File: src/rtl/axil_router_wr.sv
// AXI-Lite write-channel router: forwards one AW+W beat to the decoder-selected
// slave and returns its B response, or answers DECERR locally on a decode miss.
module axil_router_wr #(
    parameter int NUMBER_SLAVE   = 4,
    parameter int AXI_ADDR_WIDTH = 32,
    parameter int AXI_DATA_WIDTH = 32
) (
    input  logic                                        aclk,
    input  logic                                        aresetn,

    input  logic [NUMBER_SLAVE-1:0]                     slv_valid,
    input  logic                                        slv_invalid,

    input  logic [AXI_ADDR_WIDTH-1:0]                   m_axil_awaddr,
    input  logic [2:0]                                  m_axil_awprot,
    input  logic                                        m_axil_awvalid,
    output logic                                        m_axil_awready,
    input  logic [AXI_DATA_WIDTH-1:0]                   m_axil_wdata,
    input  logic [AXI_DATA_WIDTH/8-1:0]                 m_axil_wstrb,
    input  logic                                        m_axil_wvalid,
    output logic                                        m_axil_wready,
    output logic [1:0]                                  m_axil_bresp,
    output logic                                        m_axil_bvalid,
    input  logic                                        m_axil_bready,

    output logic [NUMBER_SLAVE*AXI_ADDR_WIDTH-1:0]      s_axil_awaddr,
    output logic [NUMBER_SLAVE*3-1:0]                   s_axil_awprot,
    output logic [NUMBER_SLAVE-1:0]                     s_axil_awvalid,
    input  logic [NUMBER_SLAVE-1:0]                     s_axil_awready,
    output logic [NUMBER_SLAVE*AXI_DATA_WIDTH-1:0]      s_axil_wdata,
    output logic [NUMBER_SLAVE*(AXI_DATA_WIDTH/8)-1:0]  s_axil_wstrb,
    output logic [NUMBER_SLAVE-1:0]                     s_axil_wvalid,
    input  logic [NUMBER_SLAVE-1:0]                     s_axil_wready,
    input  logic [NUMBER_SLAVE*2-1:0]                   s_axil_bresp,
    input  logic [NUMBER_SLAVE-1:0]                     s_axil_bvalid,
    output logic [NUMBER_SLAVE-1:0]                     s_axil_bready
);

    typedef enum logic [2:0] {
        IDLE,
        DECODE,
        FWD,
        RESP,
        ERR_ACK,
        ERR_RESP
    } state_t;

    state_t                  r_state;
    logic [NUMBER_SLAVE-1:0] r_sel;
    logic                    r_aw_done;
    logic                    r_w_done;

    logic                    w_aw_hs;
    logic                    w_w_hs;
    logic [1:0]              w_sel_bresp;

    assign s_axil_awaddr = {NUMBER_SLAVE{m_axil_awaddr}};
    assign s_axil_awprot = {NUMBER_SLAVE{m_axil_awprot}};
    assign s_axil_wdata  = {NUMBER_SLAVE{m_axil_wdata}};
    assign s_axil_wstrb  = {NUMBER_SLAVE{m_axil_wstrb}};

    // Completion is taken from the slave-side handshake so a slave that has
    // accepted a beat is never offered it a second time.
    assign w_aw_hs = |(r_sel & s_axil_awvalid & s_axil_awready);
    assign w_w_hs  = |(r_sel & s_axil_wvalid & s_axil_wready);

    always_comb begin
        w_sel_bresp = '0;
        for (int unsigned k = 0; k < NUMBER_SLAVE; k++) begin
            if (r_sel[k]) begin
                w_sel_bresp = w_sel_bresp | s_axil_bresp[2*k +: 2];
            end
        end
    end

    always_comb begin
        m_axil_awready = 1'b0;
        m_axil_wready  = 1'b0;
        m_axil_bvalid  = 1'b0;
        m_axil_bresp   = 2'b00;
        s_axil_awvalid = '0;
        s_axil_wvalid  = '0;
        s_axil_bready  = '0;
        case (r_state)
            FWD: begin
                s_axil_awvalid = r_aw_done ? '0 : r_sel;
                s_axil_wvalid  = r_w_done  ? '0 : r_sel;
                m_axil_awready = |(r_sel & s_axil_awready) && !r_aw_done;
                m_axil_wready  = |(r_sel & s_axil_wready)  && !r_w_done;
            end
            RESP: begin
                m_axil_bvalid = |(r_sel & s_axil_bvalid);
                m_axil_bresp  = w_sel_bresp;
                s_axil_bready = m_axil_bready ? r_sel : '0;
            end
            ERR_ACK: begin
                m_axil_awready = 1'b1;
                m_axil_wready  = 1'b1;
            end
            ERR_RESP: begin
                m_axil_bvalid = 1'b1;
                m_axil_bresp  = 2'b11;
            end
            default: begin
            end
        endcase
    end

    always_ff @(posedge aclk) begin
        if (!aresetn) begin
            r_state   <= IDLE;
            r_sel     <= '0;
            r_aw_done <= 1'b0;
            r_w_done  <= 1'b0;
        end else begin
            case (r_state)
                IDLE: begin
                    if (m_axil_awvalid && m_axil_wvalid) begin
                        r_state <= DECODE;
                    end
                end
                DECODE: begin
                    r_sel <= slv_valid;
                    if (|slv_valid) begin
                        r_state <= FWD;
                    end else if (slv_invalid) begin
                        r_state <= ERR_ACK;
                    end else begin
                        r_state <= IDLE;
                    end
                end
                FWD: begin
                    if ((r_aw_done || w_aw_hs) && (r_w_done || w_w_hs)) begin
                        r_state   <= RESP;
                        r_aw_done <= 1'b0;
                        r_w_done  <= 1'b0;
                    end else begin
                        if (w_aw_hs) begin
                            r_aw_done <= 1'b1;
                        end
                        if (w_w_hs) begin
                            r_w_done <= 1'b1;
                        end
                    end
                end
                RESP: begin
                    if (m_axil_bvalid && m_axil_bready) begin
                        r_state <= IDLE;
                    end
                end
                ERR_ACK: begin
                    r_state <= ERR_RESP;
                end
                ERR_RESP: begin
                    if (m_axil_bready) begin
                        r_state <= IDLE;
                    end
                end
                default: begin
                    r_state <= IDLE;
                end
            endcase
        end
    end

endmodule

File: config.mk
export PLATFORM = sky130hd
export DESIGN_NAME = axil_router_wr
export DESIGN_NICKNAME = d
export VERILOG_FILES = /design/src/rtl/axil_router_wr.sv
export SDC_FILE = /design/constraint.sdc
export NUM_CORES = 1
export LEC_CHECK = 0
export ABC_AREA = 0
export BUFFER_PORTS_ARGS = -buffer_cell sky130_fd_sc_hd__buf_4
export CAP_MARGIN = 20
export CORE_AREA = 2 2 156 158
export DETAILED_ROUTE_END_ITERATION = 8
export DIE_AREA = 0 0 158 160
export PLACE_DENSITY = 0.43
export SLEW_MARGIN = 15
export SYNTH_ARGS = -nofsm -noshare
export SYNTH_HDL_FRONTEND = slang
export SYNTH_SLANG_ARGS = --single-unit
File: constraint.sdc
create_clock -name aclk -period 1.5 [get_ports aclk]
set_clock_uncertainty 0.2 [all_clocks]
set_input_delay 0.3 -clock aclk [delete_from_list [all_inputs] [get_ports aclk]]
set_output_delay 0.3 -clock aclk [all_outputs]
set_load 0.02 [all_outputs]
# After elaboration in Yosys (flattened, before gate mapping)
# Index checks and enable logic that the tools add are counted.
[totals] reg_bits=9 input_bits=101 out_inout_bits=301 elab_cells=69
[op_classes] eq_ne=9 n_mux=25 n_bitwise=10 n_reduce_logical=21
[ops] op="AND 4 bit" count=7
[ops] op="2-to-1 mux 4 bit" count=6
[ops] op="OR reduction 4 bit" count=6
[ops] op="2-to-1 mux 3 bit" count=6
[ops] op="case mux 3 bit (6 select lines)" count=1
[ops] op="2-to-1 mux 2 bit" count=4
[ops] op="!= test 2 bit (second input constant)" count=4
[ops] op="equality test 3 x 2 -> 1 bit (second input constant)" count=2
[ops] op="equality test 3 bit (second input constant)" count=2
[ops] op="bitwise OR 2 bit" count=3
[ops] op="case mux 1 bit (2 select lines)" count=3
[ops] op="logical AND 1 bit" count=5
[ops] op="2-to-1 mux 1 bit" count=4
[ops] op="case mux 2 bit (2 select lines)" count=1
[ops] op="AND reduction 2 bit" count=2
[ops] op="AND reduction 4 bit" count=1
[ops] op="nonzero test 2 bit" count=2
[ops] op="equality test 3 x 1 -> 1 bit (second input constant)" count=1
[ops] op="logical NOT 3 bit" count=1
[ops] op="logical NOT 1 bit" count=2
[ops] op="logical OR 1 bit" count=2

# Logic depth before layout (Yosys ltp)
[logic_depth] ltp_word=9 mapped_depth=5 depth_no_buf=4

# Worst setup path before layout
# Ideal clock, no wire load.
[synth_path] path_type="flip-flop to output port" startpoint="register r_state[2]" endpoint="output m_axil_bvalid" arrival_time_ns=1.169 t_required_ns=1.000 slack_ns=-0.169 path_stages_with_launch=5 n_path_buf=1 cell_sequence="dfxtp_1 -> nand2b_1 -> buf_4 -> o21bai_1 -> a21oi_1"
[synth_via] elab_chain_len=2 elab_cells_between_ends=3 cone_classes="2 x eq/ne; 1 x mux"
[synth_lines] element="start, declared" line_no="48" rtl="state_t r_state;"
[synth_lines] element="start signal, assigned" line_no="111" rtl="r_state <= IDLE;"
[synth_lines] element="start signal, assigned" line_no="119" rtl="r_state <= DECODE;"
[synth_lines] element="start signal, assigned" line_no="125" rtl="r_state <= FWD;"
[synth_lines] element="equality test 3 bit or equality test 3 x 2 -> 1 bit (tied branches)" line_no="84" rtl="case (r_state)"
[synth_lines] element="case mux 1 bit (2 select lines) (*)" line_no="84"
[synth_lines] element="end, declared" line_no="23" rtl="output logic m_axil_bvalid,"
# Mark *: on every way between the ends. The rest lies on a longest branch, timed or not.

# Final worst setup path
[layout_path] startpoint="register r_sel[1]" endpoint="output m_axil_awready"
[layout_via] elab_chain_len=4
[layout_lines] element="start, declared" line_no="49" rtl="logic [NUMBER_SLAVE-1:0] r_sel;"
[layout_lines] element="start signal, assigned" line_no="123" rtl="r_sel <= slv_valid;"
[layout_lines] element="AND 4 bit" line_no="88" rtl="m_axil_awready = |(r_sel & s_axil_awready) && !r_aw_done;"
[layout_lines] element="OR reduction 4 bit" line_no="88"
[layout_lines] element="logical AND 1 bit" line_no="88"
[layout_lines] element="case mux 1 bit (2 select lines)" line_no="84"
[layout_lines] element="end, declared" line_no="17" rtl="output logic m_axil_awready,"
# Every way passes these cells.

==> run summary <==
The flow ran to the end, but the final reports show violations. The final reports fail on setup timing. The final hold slack is 0.128 ns. In this run the count of I/O pins placed on the die edge is 402. The global-route usage over all layers is 5.37%. The cell area after synthesis is 2840 um^2. In the final layout, flip-flops and latches occupy 199 um^2. In this design, the critical path's most frequently occurring cell is buf_6.

The count of endpoints failing hold in the final timing report is 0. The count of port buffers added during placement came out at 46. The initial antenna violation count came out at 0. The critical path crosses 6 cells after its start point. The instance count after placement with tap cells included came out at 489. In this run the most critical hold path is launched from slv_valid[2].

The number of cells on the worst reg-to-reg path is 7. The critical path data required time came out at 1.00 ns. In this run, post-CTS hold repair placed 0 buffers.

Using the TritonRoute via totals, the vias-per-cell ratio works out to 2.46. The internal reg-to-reg setup slack came out at -0.08 ns. Traced cell by cell, the critical path runs through buf_6 -> a22o_1 -> or2_4 -> nand2_2 -> o21ai_4 -> buf_6. Setup repair after global routing could not meet its margin everywhere. The number of rows in the core area is 57.

The share of post-route cells with drive strength above 1 came out at 74.3%. The worst register-to-register path begins at r_sel[1]$_SDFFE_PN0P_. The most repeated cell in the gate-level netlist after synthesis is buf_4.

Along the worst hold path, the cell count comes to 3. From synthesis to final layout, the design area changed by -27.8%. The power per cell area came out at 565 nW/um^2. After detailed routing, the number of remaining DRC violations is 0. The synthesized area per cell is 7.59 um^2. On the critical path, the stage with the largest delay is an instance of dfxtp_2. Yosys mapped a number of flops with a built-in enable equal to 0.

The start-to-end type of the worst setup path is flip-flop to primary output. Synthesis handed over a netlist of 374 instances. For this run, the leading register cell type out of synthesis is dfxtp_1. Once layout is complete, the cells apart from fillers number 495. The final HPWL from detailed placement is 5.82 mm. The via count of the first global-routing pass is 1454. The later-pin clock latency in the skew report is 0.23 ns. 0 antenna diodes ended up in the layout. The maximum root-to-sink buffer count is 2. The sequential-to-total area share from yosys stat is 6.35%. The number of buffers and inverters on the critical path is 2.

The worst setup path is launched from a flip-flop. TritonCTS built the clock tree. For this configuration, the core starts out at a cell density of 11.9%.

The critical path capture point type is a primary output. The final wirelength came out at 7.05 mm. The share of synthesized flip-flops with an asynchronous set or reset is 0%. Dividing the detail-routed wire length by the instance count gives 14.2 um. The number of buffers inserted during clock tree synthesis is 3. The number of H-tree levels came out at 1. The core region area came out at 23800 um^2. The delay of the slowest cell on the worst path is 0.32 ns. The total clock sinks came out at 9. The commonest cells after synthesis are buf_4, and2_1, dfxtp_1. The clock-pin slew on the worst setup and hold paths is 0.04 ns. For hold timing, the worst endpoint is r_sel[2]$_SDFFE_PN0P_. The time the worst path needs with I/O delays and setup came out at 1.91 ns. The pre-CTS setup slack came out at -0.286 ns. The routability-driven placement congestion ratio came out at 0.688. Once routing completed, OpenROAD measured the worst setup slack at -0.410 ns. The total area of multi-input combinational cells came out at 634 um^2. The post-synth net total is 475. In this run the critical register-to-register path is captured at r_state[0]$_SDFFE_PN0P_.

The total via count after detailed routing came out at 1218. The static leakage is 0.755 nW. The tree is rooted in a clkbuf_16. The achievable clock frequency is 0.523 GHz. The net count of the finished layout came out at 273. The largest total area in the synthesized netlist belongs to buf_4. The tool flagged a number of max-cap violations equal to 0. The first-iteration detailed-routing DRC count is 13. The first global-routing pass estimated 9.51 mm of wire. The worst slew margin relative to its limit is 76.8%. The dominant delay contributor by cell family on the critical path is simple AND/OR/NAND/NOR gates. The count of TritonRoute iterations in the first routing pass came out at 4. Measured along the y axis, the die boundary spans 160 um. By area the synthesized netlist is led by buf_4, dfxtp_1, and2_1. The arrival time of the worst setup path came out at 1.41 ns. The critical-path maximum fanout came out at 2. The synthesized flop and latch total is 9. The remaining antenna violation count after routing came out at 0. The area share of the leading cell type in the synthesized netlist is 75.4%. The Yosys warning count is 0.

The die covers 25300 um^2. The total grt overflow came out at 0. The width of the die is 158 um. The path type of the worst min-delay path is input pin to flip-flop. The pin count of the biggest net entering global routing is 9. The unique cell type count in the Yosys netlist came out at 29.

Fill cells in the final layout number 2804. The final number of max-transition violations was 0. Across the VDD grid, the largest voltage drop is 445 uV. Total power for the finished layout comes to 1.16 mW. The slew at the pin closest to its max-slew limit came out at 0.345 ns.

The final number of setup-violating endpoints is 21. The final period utilization is 127%.
==> area by class of cell <==
| class | count | area share, % |
|---|---|---|
| Timing Repair Buffer | 83 | 35.3 |
| Multi-Input combinational cell | 73 | 31.0 |
| Tap cell | 324 | 19.8 |
| Sequential cell | 9 | 9.71 |
| Clock buffer | 4 | 3.85 |
| Inverter | 2 | 0.366 |
==> per-layer routing <==
layer / global-route usage [%] / vias up / part of all wire [%]
met4: 7.99 / 2 / 14
met2: 8.77 / 109 / 48
met3: 2.61 / 113 / 14
met1: 3.52 / 502 / 24
met5: 1.19 / - / 0.55
li1: - / 492 / -
==> flip-flops by register name, indices dropped and copies added (netlist names) <==
register / flops
r_state: 3
r_w_done: 1
r_aw_done: 1
r_sel: 4
==> worst max-delay path by stage <==
stage / startpoint / endpoint / slack [ns]
after floorplan: r_sel[1]$_SDFFE_PN0P_ / m_axil_awready / -0.02
after global placement: r_sel[2]$_SDFFE_PN0P_ / m_axil_bresp[1] / -0.25
after detailed placement: r_sel[2]$_SDFFE_PN0P_ / m_axil_bresp[1] / -0.29
after CTS: r_sel[1]$_SDFFE_PN0P_ / m_axil_awready / -0.43
after global routing: r_sel[1]$_SDFFE_PN0P_ / m_axil_awready / -0.45
final: r_sel[1]$_SDFFE_PN0P_ / m_axil_awready / -0.41
==> per-stage QoR <==
step	instance area (um^2)	setup TNS [ns]	utilization [%]
floorplan	2930	-0.125	-
global placement	1760	-4.10	7.38
detailed placement	1760	-4.10	7.38
CTS	2020	-5.94	8.49
global route	2050	-6.74	8.60
finish	2050	-5.22	8.60
==> worst reg2reg max path: stages (launching register included) <==
cell and delay, ns:
dfxtp_2 0.32, buf_6 0.11, buf_4 0.13, a22oi_2 0.16, nand2_2 0.10, buf_6 0.14, o31ai_4 0.18, o32ai_1 0.11
==> timing repair <==
| item | 4_1_cts | 5_1_grt |
|---|---|---|
| buffers inserted | 3 | 2 |
| gates resized for setup | 52 | 8 |
| pin swaps | 21 | 6 |
| setup endpoints to repair | 25 | 21 |
| cloned | 0 | 0 |
==> power by group <==
part	switching, mW	leakage, nW	total, mW	internal (mW)
clock	0.113	0.0382	0.468	0.355
combinational	0.168	0.640	0.394	0.225
sequential	0.0388	0.0775	0.297	0.258
==> cell families after synthesis <==
| group | share of synthesized area (%) |
|---|---|
| buf+inv | 76.5 |
| flops | 6.35 |
| mux | 1.41 |
| simple gates | 7.89 |
| compound gates | 7.80 |
==> cells in the final DEF, fill, tap and decap left out, types with 3 or more instances in the layout <==
master / n
clkbuf_16: 3
nor2_1: 4
buf_4: 56
nor3_1: 3
a21oi_1: 4
dfxtp_4: 4
nor3_2: 3
a22o_1: 4
nand2_2: 3
mux2i_1: 4
a22oi_1: 5
dfxtp_2: 3
buf_6: 27
and2_4: 12
No activity file was read; power rests on OpenSTA's default activity.
